--- src/rtl/id_ex_hazard_stage.sv ---
// ID/EX pipeline register with destination shadow tracking,
// operand forwarding selects and load-use stall control.
module id_ex_hazard_stage #(
  parameter int DATA_W = 32,
  parameter int RA_W   = 4,
  parameter int CNT_W  = 16
) (
  input  logic              clk,
  input  logic              reset,
  input  logic [3:0]        id_alu_op,
  input  logic [1:0]        id_am,
  input  logic              id_load,
  input  logic              id_mem_write,
  input  logic              id_mem_size,
  input  logic              id_mem_e,
  input  logic              id_rf_e,
  input  logic              id_store_cc,
  input  logic [RA_W-1:0]   id_rn,
  input  logic [RA_W-1:0]   id_rm,
  input  logic [RA_W-1:0]   id_rd,
  input  logic              id_use_rn,
  input  logic              id_use_rm,
  input  logic              id_use_rd,
  input  logic [DATA_W-1:0] id_pa,
  input  logic [DATA_W-1:0] id_pb,
  input  logic [DATA_W-1:0] id_pd,
  input  logic [11:0]       id_shift_imm,
  input  logic              flush,
  output logic [1:0]        fwd_a,
  output logic [1:0]        fwd_b,
  output logic [1:0]        fwd_d,
  output logic              pc_enable,
  output logic              ifid_enable,
  output logic              cu_mux_sel,
  output logic [3:0]        ex_alu_op,
  output logic [1:0]        ex_am,
  output logic              ex_load,
  output logic              ex_mem_write,
  output logic              ex_mem_size,
  output logic              ex_mem_e,
  output logic              ex_rf_e,
  output logic              ex_store_cc,
  output logic [RA_W-1:0]   ex_rd,
  output logic [DATA_W-1:0] ex_pa,
  output logic [DATA_W-1:0] ex_pb,
  output logic [DATA_W-1:0] ex_pd,
  output logic [11:0]       ex_shift_imm,
  output logic [CNT_W-1:0]  stall_count
);

  localparam logic [RA_W-1:0]  R15  = '1;
  localparam logic [CNT_W-1:0] CMAX = '1;
  localparam logic [CNT_W-1:0] CONE = CNT_W'(1);

  logic [3:0]        r_ex_alu_op;
  logic [1:0]        r_ex_am;
  logic              r_ex_load;
  logic              r_ex_mem_write;
  logic              r_ex_mem_size;
  logic              r_ex_mem_e;
  logic              r_ex_rf_e;
  logic              r_ex_store_cc;
  logic [RA_W-1:0]   r_ex_rd;
  logic [DATA_W-1:0] r_ex_pa;
  logic [DATA_W-1:0] r_ex_pb;
  logic [DATA_W-1:0] r_ex_pd;
  logic [11:0]       r_ex_shift_imm;
  logic [RA_W-1:0]   r_mem_rd;
  logic              r_mem_rf_e;
  logic [RA_W-1:0]   r_wb_rd;
  logic              r_wb_rf_e;
  logic [CNT_W-1:0]  r_stall_count;

  logic              w_ex_fwd_ok;
  logic              w_hit_rn;
  logic              w_hit_rm;
  logic              w_hit_rd;
  logic              w_stall;
  logic              w_bubble;
  logic              w_cnt_inc;

  // A load result is not ready in EX, so EX only forwards non-loads.
  function automatic logic [1:0] f_fwd(
    input logic            use_x,
    input logic [RA_W-1:0] x,
    input logic            ex_ok,
    input logic [RA_W-1:0] ex_d,
    input logic            mem_ok,
    input logic [RA_W-1:0] mem_d,
    input logic            wb_ok,
    input logic [RA_W-1:0] wb_d
  );
    logic [1:0] sel;
    sel = 2'b00;
    if (use_x && (x != R15)) begin
      if (ex_ok && (ex_d == x)) begin
        sel = 2'b01;
      end else if (mem_ok && (mem_d == x)) begin
        sel = 2'b10;
      end else if (wb_ok && (wb_d == x)) begin
        sel = 2'b11;
      end
    end
    return sel;
  endfunction

  function automatic logic f_hit(
    input logic            use_x,
    input logic [RA_W-1:0] x,
    input logic [RA_W-1:0] ex_d
  );
    return use_x && (x != R15) && (x == ex_d);
  endfunction

  assign w_ex_fwd_ok = r_ex_rf_e & ~r_ex_load;

  assign fwd_a = f_fwd(id_use_rn, id_rn, w_ex_fwd_ok, r_ex_rd,
                       r_mem_rf_e, r_mem_rd, r_wb_rf_e, r_wb_rd);
  assign fwd_b = f_fwd(id_use_rm, id_rm, w_ex_fwd_ok, r_ex_rd,
                       r_mem_rf_e, r_mem_rd, r_wb_rf_e, r_wb_rd);
  assign fwd_d = f_fwd(id_use_rd, id_rd, w_ex_fwd_ok, r_ex_rd,
                       r_mem_rf_e, r_mem_rd, r_wb_rf_e, r_wb_rd);

  assign w_hit_rn = f_hit(id_use_rn, id_rn, r_ex_rd);
  assign w_hit_rm = f_hit(id_use_rm, id_rm, r_ex_rd);
  assign w_hit_rd = f_hit(id_use_rd, id_rd, r_ex_rd);

  assign w_stall   = r_ex_load & r_ex_rf_e &
                     (w_hit_rn | w_hit_rm | w_hit_rd);
  assign w_bubble  = w_stall | flush;
  assign w_cnt_inc = w_stall & ~flush & (r_stall_count != CMAX);

  // A flush discards the stalled instruction, so the front end may advance.
  assign pc_enable   = ~w_stall | flush;
  assign ifid_enable = ~w_stall | flush;
  assign cu_mux_sel  = w_stall;

  always_ff @(posedge clk or posedge reset) begin
    if (reset) begin
      r_ex_alu_op    <= '0;
      r_ex_am        <= '0;
      r_ex_load      <= 1'b0;
      r_ex_mem_write <= 1'b0;
      r_ex_mem_size  <= 1'b0;
      r_ex_mem_e     <= 1'b0;
      r_ex_rf_e      <= 1'b0;
      r_ex_store_cc  <= 1'b0;
      r_ex_rd        <= '0;
      r_ex_pa        <= '0;
      r_ex_pb        <= '0;
      r_ex_pd        <= '0;
      r_ex_shift_imm <= '0;
    end else if (w_bubble) begin
      r_ex_alu_op    <= '0;
      r_ex_am        <= '0;
      r_ex_load      <= 1'b0;
      r_ex_mem_write <= 1'b0;
      r_ex_mem_size  <= 1'b0;
      r_ex_mem_e     <= 1'b0;
      r_ex_rf_e      <= 1'b0;
      r_ex_store_cc  <= 1'b0;
      r_ex_rd        <= '0;
      r_ex_pa        <= '0;
      r_ex_pb        <= '0;
      r_ex_pd        <= '0;
      r_ex_shift_imm <= '0;
    end else begin
      r_ex_alu_op    <= id_alu_op;
      r_ex_am        <= id_am;
      r_ex_load      <= id_load;
      r_ex_mem_write <= id_mem_write;
      r_ex_mem_size  <= id_mem_size;
      r_ex_mem_e     <= id_mem_e;
      r_ex_rf_e      <= id_rf_e;
      r_ex_store_cc  <= id_store_cc;
      r_ex_rd        <= id_rd;
      r_ex_pa        <= id_pa;
      r_ex_pb        <= id_pb;
      r_ex_pd        <= id_pd;
      r_ex_shift_imm <= id_shift_imm;
    end
  end

  always_ff @(posedge clk or posedge reset) begin
    if (reset) begin
      r_mem_rd      <= '0;
      r_mem_rf_e    <= 1'b0;
      r_wb_rd       <= '0;
      r_wb_rf_e     <= 1'b0;
      r_stall_count <= '0;
    end else begin
      r_mem_rd   <= r_ex_rd;
      r_mem_rf_e <= r_ex_rf_e;
      r_wb_rd    <= r_mem_rd;
      r_wb_rf_e  <= r_mem_rf_e;
      if (w_cnt_inc) begin
        r_stall_count <= r_stall_count + CONE;
      end
    end
  end

  assign ex_alu_op    = r_ex_alu_op;
  assign ex_am        = r_ex_am;
  assign ex_load      = r_ex_load;
  assign ex_mem_write = r_ex_mem_write;
  assign ex_mem_size  = r_ex_mem_size;
  assign ex_mem_e     = r_ex_mem_e;
  assign ex_rf_e      = r_ex_rf_e;
  assign ex_store_cc  = r_ex_store_cc;
  assign ex_rd        = r_ex_rd;
  assign ex_pa        = r_ex_pa;
  assign ex_pb        = r_ex_pb;
  assign ex_pd        = r_ex_pd;
  assign ex_shift_imm = r_ex_shift_imm;
  assign stall_count  = r_stall_count;

endmodule

--- config.mk ---
export PLATFORM = sky130hd
export DESIGN_NAME = id_ex_hazard_stage
export DESIGN_NICKNAME = d
export VERILOG_FILES = /design/src/rtl/id_ex_hazard_stage.sv
export SDC_FILE = /design/constraint.sdc
export NUM_CORES = 1
export LEC_CHECK = 0
export CORE_MARGIN = 3
export CORE_UTILIZATION = 41
export DETAILED_ROUTE_END_ITERATION = 10
export HOLD_SLACK_MARGIN = 0.12
export PLACE_DENSITY = 0.81
export RECOVER_POWER = 50
export SLEW_MARGIN = 20
export SYNTH_ARGS = -nofsm -noshare
export SYNTH_HDL_FRONTEND = slang
export SYNTH_SLANG_ARGS = --single-unit
--- constraint.sdc ---
create_clock -name clk -period 7.5 [get_ports clk]
set_input_delay 1.875 -clock clk [delete_from_list [all_inputs] [get_ports clk]]
set_output_delay 1.875 -clock clk [all_outputs]
set_load 0.005 [all_outputs]
==> summary.log <==
qor: run_status.result_of_the_run complete, but fails checks
qor: run_status.violations capacitance limit, slew limit
qor: synth.netlist_top_cells_area sky130_fd_sc_hd__dfrtp_1 (63%), sky130_fd_sc_hd__and2_4 (8.9%), sky130_fd_sc_hd__and2_1 (6.8%)
qor: critical_path.worst_setup_path_end_kind primary output
qor: placement.place.port_buffers 286
qor: critical_path.worst_ep_arrival_time 4.56 ns
qor: critical_path.cpMaxStageDelayCell sky130_fd_sc_hd__or3_1
qor: synth.synthAdderAreaFrac 0.00211
qor: placement.post_placement_cell_count 907
qor: synth.sequential_cell_area_fraction_in_the_yosys_report 0.633
qor: pwr.irDropWorstVdd 0.133 mV
qor: drt.detail_route.wl_per_cell 17.9 um
qor: synth.post_synth.cell_area_avg 12.9 um2
qor: sta.period_needed 6.43 ns
qor: clock_tree.clkLatencyLatePin 0.41 ns
qor: critical_path.cp_cell_sequence clkdlybuf4s50_1 > xnor2_1 > nand4_1 > or3_1 > and2_0 > or2_2 > clkdlybuf4s50_1
qor: layout.drive_above_1_share 0.133
qor: clock_tree.clock_pin_slew_reported_for_the_worst_setup_and_hold_paths_after_clock_tree_synthesis 0.06 ns
qor: hold_path.min_path_cells 0
qor: layout.antenna_cells 0
qor: clock_tree.cts_tree done
qor: critical_path.crit_path_max_fanout 18
qor: placement.placedInstanceArea 8880 um2
qor: die.die_w 126 um
qor: layout.num-fill-cells 1,002
qor: drt.detail_route.first_pass.iterations 4
qor: synth.syn_inst 460
qor: sta.grt_setup_unrepaired false
qor: die.floorplan.die_area 15,900 um2
qor: die.initial_utilization 0.424
qor: sta.fraction_of_the_cycle_the_final_worst_path_needs 0.858
qor: drt.drt_antenna_net_count 0
qor: die.floorplan.rows 43
qor: critical_path.critical_path_buf_inv_count 2
qor: synth.yosys.area.top_type sky130_fd_sc_hd__dfrtp_1
qor: clock_tree.cts.root.buffer_cell sky130_fd_sc_hd__clkbuf_16
qor: clock_tree.htree_levels 4
qor: clock_tree.cts.sinks 150
qor: critical_path.critPathMostFrequentCell sky130_fd_sc_hd__clkdlybuf4s50_1
qor: synth.synth.yosys.warnings 0
qor: hold_path.holdCritPathClass reg2reg
qor: layout.fin_cells 939
qor: sta.timing.clock.skew 0.00783 ns
qor: grt.vias_in_the_first_global_route 4,863
qor: sta.final-max-slew-violation-count 82
qor: synth.share_of_synthesized_area_spent_on_multiplexers 0.00928
qor: critical_path.cp_peak_stage_delay 0.63 ns
qor: grt.grt_pass1_wl 26.2 mm
qor: critical_path.cpLargestDelayFamily simple AND/OR/NAND/NOR gates
qor: critical_path.setup.worst_path.start_class input port
qor: grt.grt_overflow_total 0
qor: layout.final_core_utilization 0.679
qor: die.core 14,000 um2
qor: clock_tree.cts_resizes 0
qor: grt.grt_start_max_net_pins 125
qor: clock_tree.clock_buffers_created_by_tritoncts 17
qor: drt.total_length_of_routed_wires 16.8 mm
qor: layout.finalInstanceArea 9500 um2
qor: grt.antenna_violations_before_repair 0
qor: critical_path.worstSetupPathType in2out
qor: sta.layout_setup_ws 1.07 ns
qor: synth.synth-compound-area-share 0.0430
qor: sta.worstMarginPinSlew 3.57 ns
qor: placement.dp_hpwl 12.3 mm
qor: sta.finalHoldViolations 0
qor: sta.maxClockFrequency 155 MHz
qor: synth.post_synth_instance_area 5930 um2
qor: grt.grt.total_usage 0.213
qor: clock_tree.cts.hold.buffers_added 0
qor: die.io_pins 287
qor: synth.synth_largest_type_area_fraction 0.633
qor: placement.dpl_worst_slack 1.08 ns
qor: sta.max_slew_margin_vs_limit -1.40
qor: die.dieHeight 126 um
qor: synth.postSynthNetCount 599
qor: job.max_cap_viol_count 1
qor: drt.drt_drc_violations_left 0
qor: clock_tree.cts_max_path_buffers 2
qor: layout.flow.area_growth_from_synthesis 60.1%
qor: drt.route.vias.total 4,458
qor: pwr.powerDensity 205 nW/um2
qor: critical_path.reg2reg_depth 6
qor: critical_path.cp_num_cells 7
qor: placement.globalplace.congestion 0.903
qor: sta.setup_viol 0
qor: synth.post_synthesis_share_of_cell_area_spent_on_xor_and_xnor_gates 0.0620
qor: synth.combinational_family_with_the_most_area_after_synthesis simple AND/OR/NAND/NOR gates
qor: sta.setup_tns 0 ns
qor: synth.yosys.area_share.simple 0.221
qor: clock_tree.cts_setup_buffers 0
qor: drt.detail_route.iter0.violations 257
qor: layout.nets 886
qor: synth.synth_cell_types 35
qor: pwr.power_leakage 4.36 nW
qor: critical_path.required_arrival_time_at_the_worst_endpoint 5.62 ns
qor: synth.postSynthRegisterBits 150
qor: drt.avgViaCountPerCell 4.75
==> metrics by stage <==
stage | power [mW] | hold slack [ns]
global placement | 1.13 | 0.444
finish | 1.94 | 0.457
global route | 2.02 | 0.492
floorplan | 0.963 | 0.393
detailed placement | 1.13 | 0.448
CTS | 1.98 | 0.465
==> state kept, by name, indices dropped and copies added (netlist names), 2 cells and up <==
register      cells
ex_pa            32
ex_pb            32
ex_pd            32
stall_count      16
ex_shift_imm     12
ex_alu_op         4
ex_rd             4
r_mem_rd          4
r_wb_rd           4
ex_am             2
==> layer usage <==
layer  share of wire  global-route usage  routed length (um)
met2            0.53               0.376                8920
met3           0.099              0.0992                1670
met4           0.019              0.0738                 318
met5               0                   0                   0
met1            0.35               0.225                5900
==> Yosys cell counts <==
cell	instances
sky130_fd_sc_hd__buf_4	1
sky130_fd_sc_hd__buf_6	9
sky130_fd_sc_hd__and3_4	1
sky130_fd_sc_hd__and2_4	60
sky130_fd_sc_hd__mux2i_1	1
sky130_fd_sc_hd__and2_0	1
sky130_fd_sc_hd__a211oi_1	2
sky130_fd_sc_hd__clkbuf_1	8
sky130_fd_sc_hd__mux2_1	2
sky130_fd_sc_hd__a2111oi_2	1
sky130_fd_sc_hd__nor2b_1	3
sky130_fd_sc_hd__o211ai_1	2
sky130_fd_sc_hd__a21oi_1	10
sky130_fd_sc_hd__buf_2	2
sky130_fd_sc_hd__a2111oi_1	5
sky130_fd_sc_hd__nand2b_1	1
sky130_fd_sc_hd__nor3_1	9
sky130_fd_sc_hd__mux2_2	2
sky130_fd_sc_hd__o21ai_0	7
sky130_fd_sc_hd__ha_1	1
sky130_fd_sc_hd__inv_1	7
sky130_fd_sc_hd__nor4_1	6
sky130_fd_sc_hd__nand4_1	8
sky130_fd_sc_hd__nor2_1	8
sky130_fd_sc_hd__xor2_1	24
sky130_fd_sc_hd__or3_1	5
sky130_fd_sc_hd__a211o_1	3
sky130_fd_sc_hd__a2111oi_0	3
sky130_fd_sc_hd__nand2_1	23
sky130_fd_sc_hd__dfrtp_1	150
sky130_fd_sc_hd__or2_2	2
sky130_fd_sc_hd__nand3_1	10
sky130_fd_sc_hd__and2_1	64
sky130_fd_sc_hd__o32a_4	1
sky130_fd_sc_hd__xnor2_1	18
==> logic make-up after synthesis <==
kind of cell	Yosys count
and+or+nand+nor	201
DFF	150
xor gates and xnor gates	42
AOI/OAI and AO/OA	34
buffers and inverters	27
muxes	5
adders and majority gates	1
==> where the power goes <==
part	total (mW)	switching, mW	internal (mW)
clock network	0.840	0.325	0.515
logic	0.238	0.0848	0.153
registers	0.865	0.0173	0.848
==> final cells by class <==
| cell class | count | area, um2 | area share |
|---|---|---|---|
| well taps | 180 | 225 | 0.0237 |
| multi-input cells | 283 | 2000 | 0.211 |
| clock buffers | 20 | 467 | 0.0491 |
| repair buffers | 288 | 2900 | 0.305 |
| clock inverters | 11 | 124 | 0.0130 |
| inverters | 7 | 27.5 | 0.00290 |
| flip-flops and latches | 150 | 3750 | 0.395 |
==> final timing paths <==
| path | start | endpoint | slack [ns] |
|---|---|---|---|
| max in group asynchronous | reset | ex_pb[1] | 2.45 |
| hold / removal | ex_rf_e | r_mem_rf_e | 0.46 |
| min in group asynchronous | reset | ex_am[1] | 2.98 |
| setup / recovery | id_rn[3] | ifid_enable | 1.07 |
| hold reg to reg | ex_rf_e | r_mem_rf_e | 0.46 |
| setup reg to reg | ex_rd[3] | ex_pb[7] | 4.94 |
==> layout by cell type, fill, tap and decap left out, types with 6 or more instances in the layout <==
master	Yosys	layout
sky130_fd_sc_hd__nand2_1	23	23
sky130_fd_sc_hd__xnor2_1	18	18
sky130_fd_sc_hd__o21ai_0	7	7
sky130_fd_sc_hd__nor3_1	9	9
sky130_fd_sc_hd__dlygate4sd3_1	0	135
sky130_fd_sc_hd__nand4_1	8	8
sky130_fd_sc_hd__and2_4	60	60
sky130_fd_sc_hd__xor2_1	24	24
sky130_fd_sc_hd__dfrtp_1	150	150
sky130_fd_sc_hd__clkbuf_16	0	17
sky130_fd_sc_hd__and2_1	64	64
sky130_fd_sc_hd__nor2_1	8	8
sky130_fd_sc_hd__a21oi_1	10	10
sky130_fd_sc_hd__nor4_1	6	6
sky130_fd_sc_hd__clkdlybuf4s50_1	0	151
sky130_fd_sc_hd__inv_1	7	6
sky130_fd_sc_hd__nand3_1	10	10
No activity file was read; power rests on OpenSTA's default activity.
